File: config.mk
export PLATFORM = sky130hd
export DESIGN_NAME = barrel_shift_pipe_flat
export DESIGN_NICKNAME = d
export VERILOG_FILES = /design/src/rtl/barrel_shift_pipe_pkg.sv /design/src/rtl/barrel_shift_pipe_if.sv /design/src/rtl/barrel_shift_pipe_shift_stage.sv /design/src/rtl/barrel_shift_pipe.sv /design/src/flat_wrapper.sv
export SDC_FILE = /design/constraint.sdc
export NUM_CORES = 1
export LEC_CHECK = 0
export CORE_AREA = 4 4 145 147
export DETAILED_ROUTE_END_ITERATION = 8
export DIE_AREA = 0 0 149 151
export PLACE_DENSITY = 0.78
export SLEW_MARGIN = 15
export SYNTH_ARGS = -nofsm -noshare
export SYNTH_HDL_FRONTEND = slang
export SYNTH_SLANG_ARGS = --single-unit
File: constraint.sdc
create_clock -name clk -period 14.1 [get_ports clk]
set_input_delay 2.82 -clock clk [delete_from_list [all_inputs] [get_ports clk]]
set_output_delay 2.82 -clock clk [all_outputs]
set_load 0.01 [all_outputs]
File: src/rtl/barrel_shift_pipe_pkg.sv
// Shared types and helpers for the pipelined barrel shifter.
// Rotate support is selected by the SHIFTER_ROTATE_EN macro in shift_stage.
package shifter_pkg;

   localparam int MODE_W = 2;

   typedef enum logic [MODE_W-1:0] {
      SLL = 2'b00,
      SRL = 2'b01,
      SRA = 2'b10,
      ROR = 2'b11
   } shift_mode_t;

   // Bit offset of stage k's remaining-amount register inside the packed
   // triangular store: stage k keeps shw-1-k bits.
   function automatic int amt_off(input int shw, input int k);
      return k * (shw - 1) - (k * (k - 1)) / 2;
   endfunction

endpackage

File: src/rtl/barrel_shift_pipe_if.sv
// Operand/result handshake bundle for barrel_shift_pipe.
// The slave side is the shifter; the master side is the producer/consumer.
interface barrel_shift_pipe_if #(
   parameter int WIDTH = 32
) ();
   import shifter_pkg::*;

   localparam int SHW = $clog2(WIDTH);

   logic                 in_valid;
   logic                 in_ready;
   logic [MODE_W-1:0]    in_mode;
   logic [SHW-1:0]       in_shift;
   logic [WIDTH-1:0]     in_num;
   logic                 out_valid;
   logic                 out_ready;
   logic [WIDTH-1:0]     out_data;

   modport master (
      output in_valid, in_mode, in_shift, in_num, out_ready,
      input  in_ready, out_valid, out_data
   );

   modport slave (
      input  in_valid, in_mode, in_shift, in_num, out_ready,
      output in_ready, out_valid, out_data
   );

endinterface

File: src/rtl/barrel_shift_pipe_shift_stage.sv
// Single-distance combinational shifter used by one pipeline stage.
// With SHIFTER_ROTATE_EN defined mode ROR wraps; otherwise it falls back to SRL.
module shift_stage
   import shifter_pkg::*;
#(
   parameter int WIDTH = 32,
   parameter int DIST  = 1
) (
   input  logic [WIDTH-1:0] din,
   input  shift_mode_t      mode,
   input  logic             en,
   output logic [WIDTH-1:0] dout
);

   always_comb begin
      dout = din;
      if (en) begin
         case (mode)
            SLL:     dout = {din[WIDTH-DIST-1:0], {DIST{1'b0}}};
            SRA:     dout = {{DIST{din[WIDTH-1]}}, din[WIDTH-1:DIST]};
`ifdef SHIFTER_ROTATE_EN
            ROR:     dout = {din[DIST-1:0], din[WIDTH-1:DIST]};
`endif
            default: dout = {{DIST{1'b0}}, din[WIDTH-1:DIST]};
         endcase
      end
   end

endmodule

File: src/rtl/barrel_shift_pipe.sv
// Pipelined barrel shifter: one register stage per shift-amount bit, global stall.
// Rotate-right mode is enabled by defining SHIFTER_ROTATE_EN.
module barrel_shift_pipe
   import shifter_pkg::*;
#(
   parameter int WIDTH = 32
) (
   input  logic               clk,
   input  logic               rst,
   barrel_shift_pipe_if.slave bus
);

   localparam int SHW      = $clog2(WIDTH);
   localparam int AMT_BITS = (SHW * (SHW - 1)) / 2;

   logic                          advance;
   logic [SHW:0]                  vld_pipe;
   logic [SHW:0][WIDTH-1:0]       data_pipe;
   logic [SHW-1:0][MODE_W-1:0]    mode_pipe;
   logic [AMT_BITS-1:0]           amt_flat;

   assign advance       = !vld_pipe[SHW] || bus.out_ready;
   assign bus.in_ready  = advance;
   assign bus.out_valid = vld_pipe[SHW];
   assign bus.out_data  = data_pipe[SHW];

   assign vld_pipe[0]  = bus.in_valid;
   assign data_pipe[0] = bus.in_num;
   assign mode_pipe[0] = bus.in_mode;

   for (genvar k = 0; k < SHW; k++) begin : g_stg
      // RW = amount bits still to be applied on entry to this stage.
      localparam int RW = SHW - k;

      logic [RW-1:0]    amt_in;
      logic [WIDTH-1:0] shifted;
      logic             vld_d, vld_q;
      logic [WIDTH-1:0] data_d, data_q;

      if (k == 0) begin : g_amt_in
         assign amt_in = bus.in_shift;
      end else begin : g_amt_chain
         assign amt_in = amt_flat[amt_off(SHW, k-1) +: RW];
      end

      shift_stage #(
         .WIDTH (WIDTH),
         .DIST  (1 << k)
      ) u_shift (
         .din  (data_pipe[k]),
         .mode (shift_mode_t'(mode_pipe[k])),
         .en   (amt_in[0]),
         .dout (shifted)
      );

      always_comb begin
         vld_d  = vld_q;
         data_d = data_q;
         if (advance) begin
            vld_d  = vld_pipe[k];
            data_d = shifted;
         end
      end

      always_ff @(posedge clk or posedge rst) begin
         if (rst) begin
            vld_q  <= 1'b0;
            data_q <= '0;
         end else begin
            vld_q  <= vld_d;
            data_q <= data_d;
         end
      end

      assign vld_pipe[k+1]  = vld_q;
      assign data_pipe[k+1] = data_q;

      // The last stage has no successor, so it carries no mode/amount copy.
      if (k < SHW - 1) begin : g_ctl
         logic [MODE_W-1:0] mode_d, mode_q;
         logic [RW-2:0]     amt_d, amt_q;

         always_comb begin
            mode_d = mode_q;
            amt_d  = amt_q;
            if (advance) begin
               mode_d = mode_pipe[k];
               amt_d  = amt_in[RW-1:1];
            end
         end

         always_ff @(posedge clk or posedge rst) begin
            if (rst) begin
               mode_q <= '0;
               amt_q  <= '0;
            end else begin
               mode_q <= mode_d;
               amt_q  <= amt_d;
            end
         end

         assign mode_pipe[k+1]                     = mode_q;
         assign amt_flat[amt_off(SHW, k) +: RW-1]  = amt_q;
      end
   end

endmodule

File: src/flat_wrapper.sv
// flat-port wrapper written by rule: the top's interface ports become plain ports
module barrel_shift_pipe_flat import shifter_pkg::*;
#(
   parameter int WIDTH = 32
)
  (clk, rst, bus_in_valid, bus_in_mode, bus_in_shift, bus_in_num, bus_out_ready, bus_in_ready, bus_out_valid, bus_out_data);
  barrel_shift_pipe_if #(.WIDTH(WIDTH)) bus_i ();
  input  logic clk;
  input  logic rst;
  input wire logic [$bits(bus_i.in_valid)-1:0] bus_in_valid;
  input wire logic [$bits(bus_i.in_mode)-1:0] bus_in_mode;
  input wire logic [$bits(bus_i.in_shift)-1:0] bus_in_shift;
  input wire logic [$bits(bus_i.in_num)-1:0] bus_in_num;
  input wire logic [$bits(bus_i.out_ready)-1:0] bus_out_ready;
  output wire logic [$bits(bus_i.in_ready)-1:0] bus_in_ready;
  output wire logic [$bits(bus_i.out_valid)-1:0] bus_out_valid;
  output wire logic [$bits(bus_i.out_data)-1:0] bus_out_data;
  assign bus_i.in_valid = bus_in_valid;
  assign bus_i.in_mode = bus_in_mode;
  assign bus_i.in_shift = bus_in_shift;
  assign bus_i.in_num = bus_in_num;
  assign bus_i.out_ready = bus_out_ready;
  assign bus_in_ready = bus_i.in_ready;
  assign bus_out_valid = bus_i.out_valid;
  assign bus_out_data = bus_i.out_data;
  barrel_shift_pipe #(.WIDTH(WIDTH)) u_core (.clk(clk), .rst(rst), .bus(bus_i));
endmodule
==> metrics.txt <==
# TYPE chip_impl_metric gauge
chip_impl_metric{name="yosysWarnings",unit=""} 0
chip_impl_metric{name="number_of_enable_type_register_cells_in_the_synthesized_netlist",unit=""} 0
chip_impl_metric{name="cts.hold.buffers_added",unit=""} 0
chip_impl_metric{name="final_max_slew_viol_count",unit=""} 0
chip_impl_metric{name="place_inst",unit=""} 1273
chip_impl_info{name="synth.top_cells.by_area",value="sky130_fd_sc_hd__dfrtp_1 (47%), sky130_fd_sc_hd__mux2i_1 (10%), sky130_fd_sc_hd__nand2_1 (8.9%), sky130_fd_sc_hd__o211ai_1 (6.0%), sky130_fd_sc_hd__nand3b_1 (5.3%)"} 1
chip_impl_metric{name="postSynthCellCount",unit=""} 1002
chip_impl_metric{name="wl_per_cell",unit="um"} 16.8
chip_impl_metric{name="postSynthRegisterBits",unit=""} 183
chip_impl_info{name="worst_setup_path_start_kind",value="primary input"} 1
chip_impl_info{name="final_cell_mix",value="sky130_fd_sc_hd__nand2_1 (231), sky130_fd_sc_hd__dfrtp_1 (183), sky130_fd_sc_hd__mux2i_1 (99)"} 1
chip_impl_info{name="buffer_cell_driving_the_clock_tree_root",value="sky130_fd_sc_hd__clkbuf_16"} 1
chip_impl_metric{name="area_growth",unit="%"} 12.8
chip_impl_metric{name="place_congestion",unit=""} 0.788
chip_impl_metric{name="worst_pin_slew",unit="ps"} 1170
chip_impl_info{name="tritoncts_clock_tree",value="built"} 1
chip_impl_metric{name="syn_area",unit="um^2"} 9730
chip_impl_metric{name="detailed_place.area",unit="um^2"} 10400
chip_impl_metric{name="nets",unit=""} 1065
chip_impl_info{name="crit_path_end_kind",value="primary output"} 1
chip_impl_metric{name="postRouteWirelength",unit="mm"} 21.9
chip_impl_info{name="criticalPathCategory",value="primary input to primary output"} 1
chip_impl_metric{name="max_freq",unit="MHz"} 125
chip_impl_info{name="worstSetupEndpoint",value="bus_in_ready"} 1
chip_impl_metric{name="ys_seq_area_share",unit="%"} 47.1
chip_impl_metric{name="core.rowCount",unit=""} 52
chip_impl_metric{name="ir_drop",unit="mV"} 0.107
chip_impl_info{name="regToRegStartpoint",value="u_core.bus.out_valid$_DFFE_PP0P_"} 1
chip_impl_metric{name="layout.cell_area.non_filler",unit="um^2"} 11000
chip_impl_metric{name="dr_total_vias",unit=""} 7483
chip_impl_metric{name="timing.max_cap.violations",unit=""} 0
chip_impl_metric{name="worst_ep_arrival_time",unit="ps"} 5160
chip_impl_metric{name="finalClockSkew",unit="ps"} 9.64
chip_impl_metric{name="p_total",unit="mW"} 2.41
chip_impl_metric{name="final_core_util",unit="%"} 55.1
chip_impl_metric{name="grtUsageTotal",unit="%"} 20.0
chip_impl_metric{name="cts.clk_slew.worst_paths",unit="ps"} 60
chip_impl_metric{name="tns",unit="ps"} 0
chip_impl_metric{name="grt_first_pass_wirelength",unit="mm"} 36.9
chip_impl_metric{name="power-per-cell-area",unit="nW/um^2"} 220
chip_impl_metric{name="drt_iter0_markers",unit=""} 634
chip_impl_metric{name="place.port_buffers",unit=""} 76
chip_impl_metric{name="grt_start_max_net_pins",unit=""} 109
chip_impl_metric{name="num_antenna_cells",unit=""} 0
chip_impl_metric{name="grt_antenna_before_repair",unit=""} 0
chip_impl_info{name="unrepaired_setup_endpoints_after_global_routing",value="false"} 1
chip_impl_metric{name="clock_insertion_delay_at_the_later_pin_of_the_skew_report",unit="ps"} 440
chip_impl_info{name="status",value="finished clean"} 1
chip_impl_metric{name="drive_gt1_share",unit="%"} 8.41
chip_impl_info{name="synth_top_area_cell",value="sky130_fd_sc_hd__dfrtp_1"} 1
chip_impl_metric{name="cts_resized",unit=""} 0
chip_impl_metric{name="firstDrtPassIters",unit=""} 5
chip_impl_metric{name="post-dp-hpwl",unit="mm"} 14.3
chip_impl_metric{name="max-slew-margin-rel",unit="%"} 22.0
chip_impl_metric{name="die_height",unit="um"} 151
chip_impl_metric{name="drt-vias-per-instance",unit=""} 5.73
chip_impl_metric{name="mappedNetlistNets",unit=""} 1045
chip_impl_metric{name="synth-async-reset-ratio",unit="%"} 100
chip_impl_metric{name="final_critical_path_setup_slack",unit="ps"} 6120
chip_impl_metric{name="core_area",unit="um^2"} 19900
chip_impl_metric{name="place_worst_setup_slack",unit="ps"} 6080
chip_impl_info{name="r2r-end",value="u_core.g_stg[0].data_q[1]$_DFFE_PP0P_"} 1
chip_impl_metric{name="setup_violations",unit=""} 0
chip_impl_info{name="synth_flop_type",value="sky130_fd_sc_hd__dfrtp_1"} 1
chip_impl_info{name="holdCritStartpoint",value="u_core.g_stg[0].g_ctl.amt_q[1]$_DFFE_PP0P_"} 1
chip_impl_info{name="crit_start",value="bus_out_ready"} 1
chip_impl_metric{name="ys_types",unit=""} 38
chip_impl_info{name="commonest_non_fill_non_tap_cell_in_the_layout",value="sky130_fd_sc_hd__nand2_1"} 1
chip_impl_metric{name="tritoncts.num_buffers",unit=""} 17
chip_impl_metric{name="critical_path_required",unit="ps"} 11280
chip_impl_metric{name="cts.path.max_buffers",unit=""} 2
chip_impl_metric{name="fp.dieW",unit="um"} 149
chip_impl_metric{name="timing.critical_path.fanout_max",unit=""} 108
chip_impl_metric{name="syn_avg_cell_area",unit="um^2"} 9.71
chip_impl_metric{name="ctsHtreeMaxLevel",unit=""} 4
chip_impl_metric{name="first_global_vias",unit=""} 7095
chip_impl_metric{name="top_level_ports",unit=""} 77
chip_impl_metric{name="post_cts_buffers",unit=""} 0
chip_impl_metric{name="grt-ovfl-total",unit=""} 0
chip_impl_metric{name="worst_r2r_path_depth",unit=""} 7
chip_impl_metric{name="p_leak",unit="nW"} 4.49
chip_impl_metric{name="drtAntennaViolNets",unit=""} 0
chip_impl_info{name="worst_hold_check_path_type",value="register to register"} 1
chip_impl_metric{name="fin_worst_hold_slack",unit="ps"} 468
chip_impl_metric{name="cts.sinks",unit=""} 183
chip_impl_metric{name="yosys.area.top_type_share",unit="%"} 47.1
chip_impl_metric{name="die_area",unit="um^2"} 22500
chip_impl_metric{name="layout_min_cycle_time",unit="ps"} 7980
chip_impl_metric{name="regToRegSetupSlack",unit="ps"} 10090
chip_impl_metric{name="drc",unit=""} 0
chip_impl_metric{name="hold_violations",unit=""} 0
chip_impl_metric{name="layout_worst_path_cycle_share",unit="%"} 56.6
chip_impl_metric{name="initial_core_util",unit="%"} 48.9
chip_impl_metric{name="layoutNonFillerInstCount",unit=""} 1305
==> per-layer routing <==
layer	share of wire, %	wire [um]	track usage (%)
met2	46	10100	31.4
met1	47	10400	28.5
met3	4.7	1020	4.01
met4	1.5	339	5.45
met5	0	0	0
==> cells by family after synthesis <==
group           Yosys count  share of synthesized area [%]
mux                      99                           10.2
simple gates            432                           21.5
compound gates          198                           15.8
buf+inv                  90                           5.45
flops                   183                           47.1
==> registers in the layout (all words and copies together) (netlist names) <==
register,flops
u_core.g_stg.g_ctl.mode_q,8
u_core.bus.out_valid,1
u_core.g_stg.data_q,128
u_core.g_stg.vld_q,4
u_core.g_stg.g_ctl.amt_q,10
u_core.bus.out_data,32
==> worst min-delay path by stage <==
| stage | endpoint | slack [ps] | depth (start not counted) |
|---|---|---|---|
| floorplan | u_core.g_stg[3].vld_q$_DFFE_PP0P_ | 430 | 2 |
| global placement | u_core.g_stg[3].vld_q$_DFFE_PP0P_ | 450 | 2 |
| detailed placement | u_core.bus.out_valid$_DFFE_PP0P_ | 450 | 1 |
| CTS | u_core.bus.out_valid$_DFFE_PP0P_ | 470 | 1 |
| global route | u_core.g_stg[2].g_ctl.amt_q[1]$_DFFE_PP0P_ | 490 | 2 |
| finish | u_core.g_stg[0].g_ctl.amt_q[1]$_DFFE_PP0P_ | 470 | 2 |
==> Yosys cell counts (20+ instances only) <==
cell / n
sky130_fd_sc_hd__a31oi_1: 31
sky130_fd_sc_hd__buf_2: 32
sky130_fd_sc_hd__buf_4: 21
sky130_fd_sc_hd__dfrtp_1: 183
sky130_fd_sc_hd__mux2i_1: 99
sky130_fd_sc_hd__nand2_1: 231
sky130_fd_sc_hd__nand3_1: 31
sky130_fd_sc_hd__nand3b_1: 69
sky130_fd_sc_hd__nor2_1: 30
sky130_fd_sc_hd__nor2b_1: 31
sky130_fd_sc_hd__nor3_1: 28
sky130_fd_sc_hd__o211ai_1: 78
sky130_fd_sc_hd__o211ai_2: 20
==> critical path, stage by stage <==
cell	delay, ps
sky130_fd_sc_hd__clkdlybuf4s50_1	450
sky130_fd_sc_hd__nor2b_4	110
sky130_fd_sc_hd__buf_4	750
sky130_fd_sc_hd__inv_4	410
sky130_fd_sc_hd__clkdlybuf4s50_1	610
==> layout make-up <==
class / instances / area, um^2
fillers: 1794 / 8940
multi-input cells: 729 / 4630
flip-flops and latches: 183 / 4580
repair buffers: 86 / 836
clock buffers: 18 / 439
well taps: 270 / 338
clock inverters: 14 / 128
inverters: 5 / 26.3
==> report_power, final <==
| part | total [mW] | switching, mW | internal (mW) |
|---|---|---|---|
| registers | 0.977 | 0.225 | 0.751 |
| logic | 0.974 | 0.533 | 0.441 |
| clock network | 0.459 | 0.210 | 0.249 |
| total | 2.41 | 0.968 | 1.44 |
(Power assumes the default switching activity.)
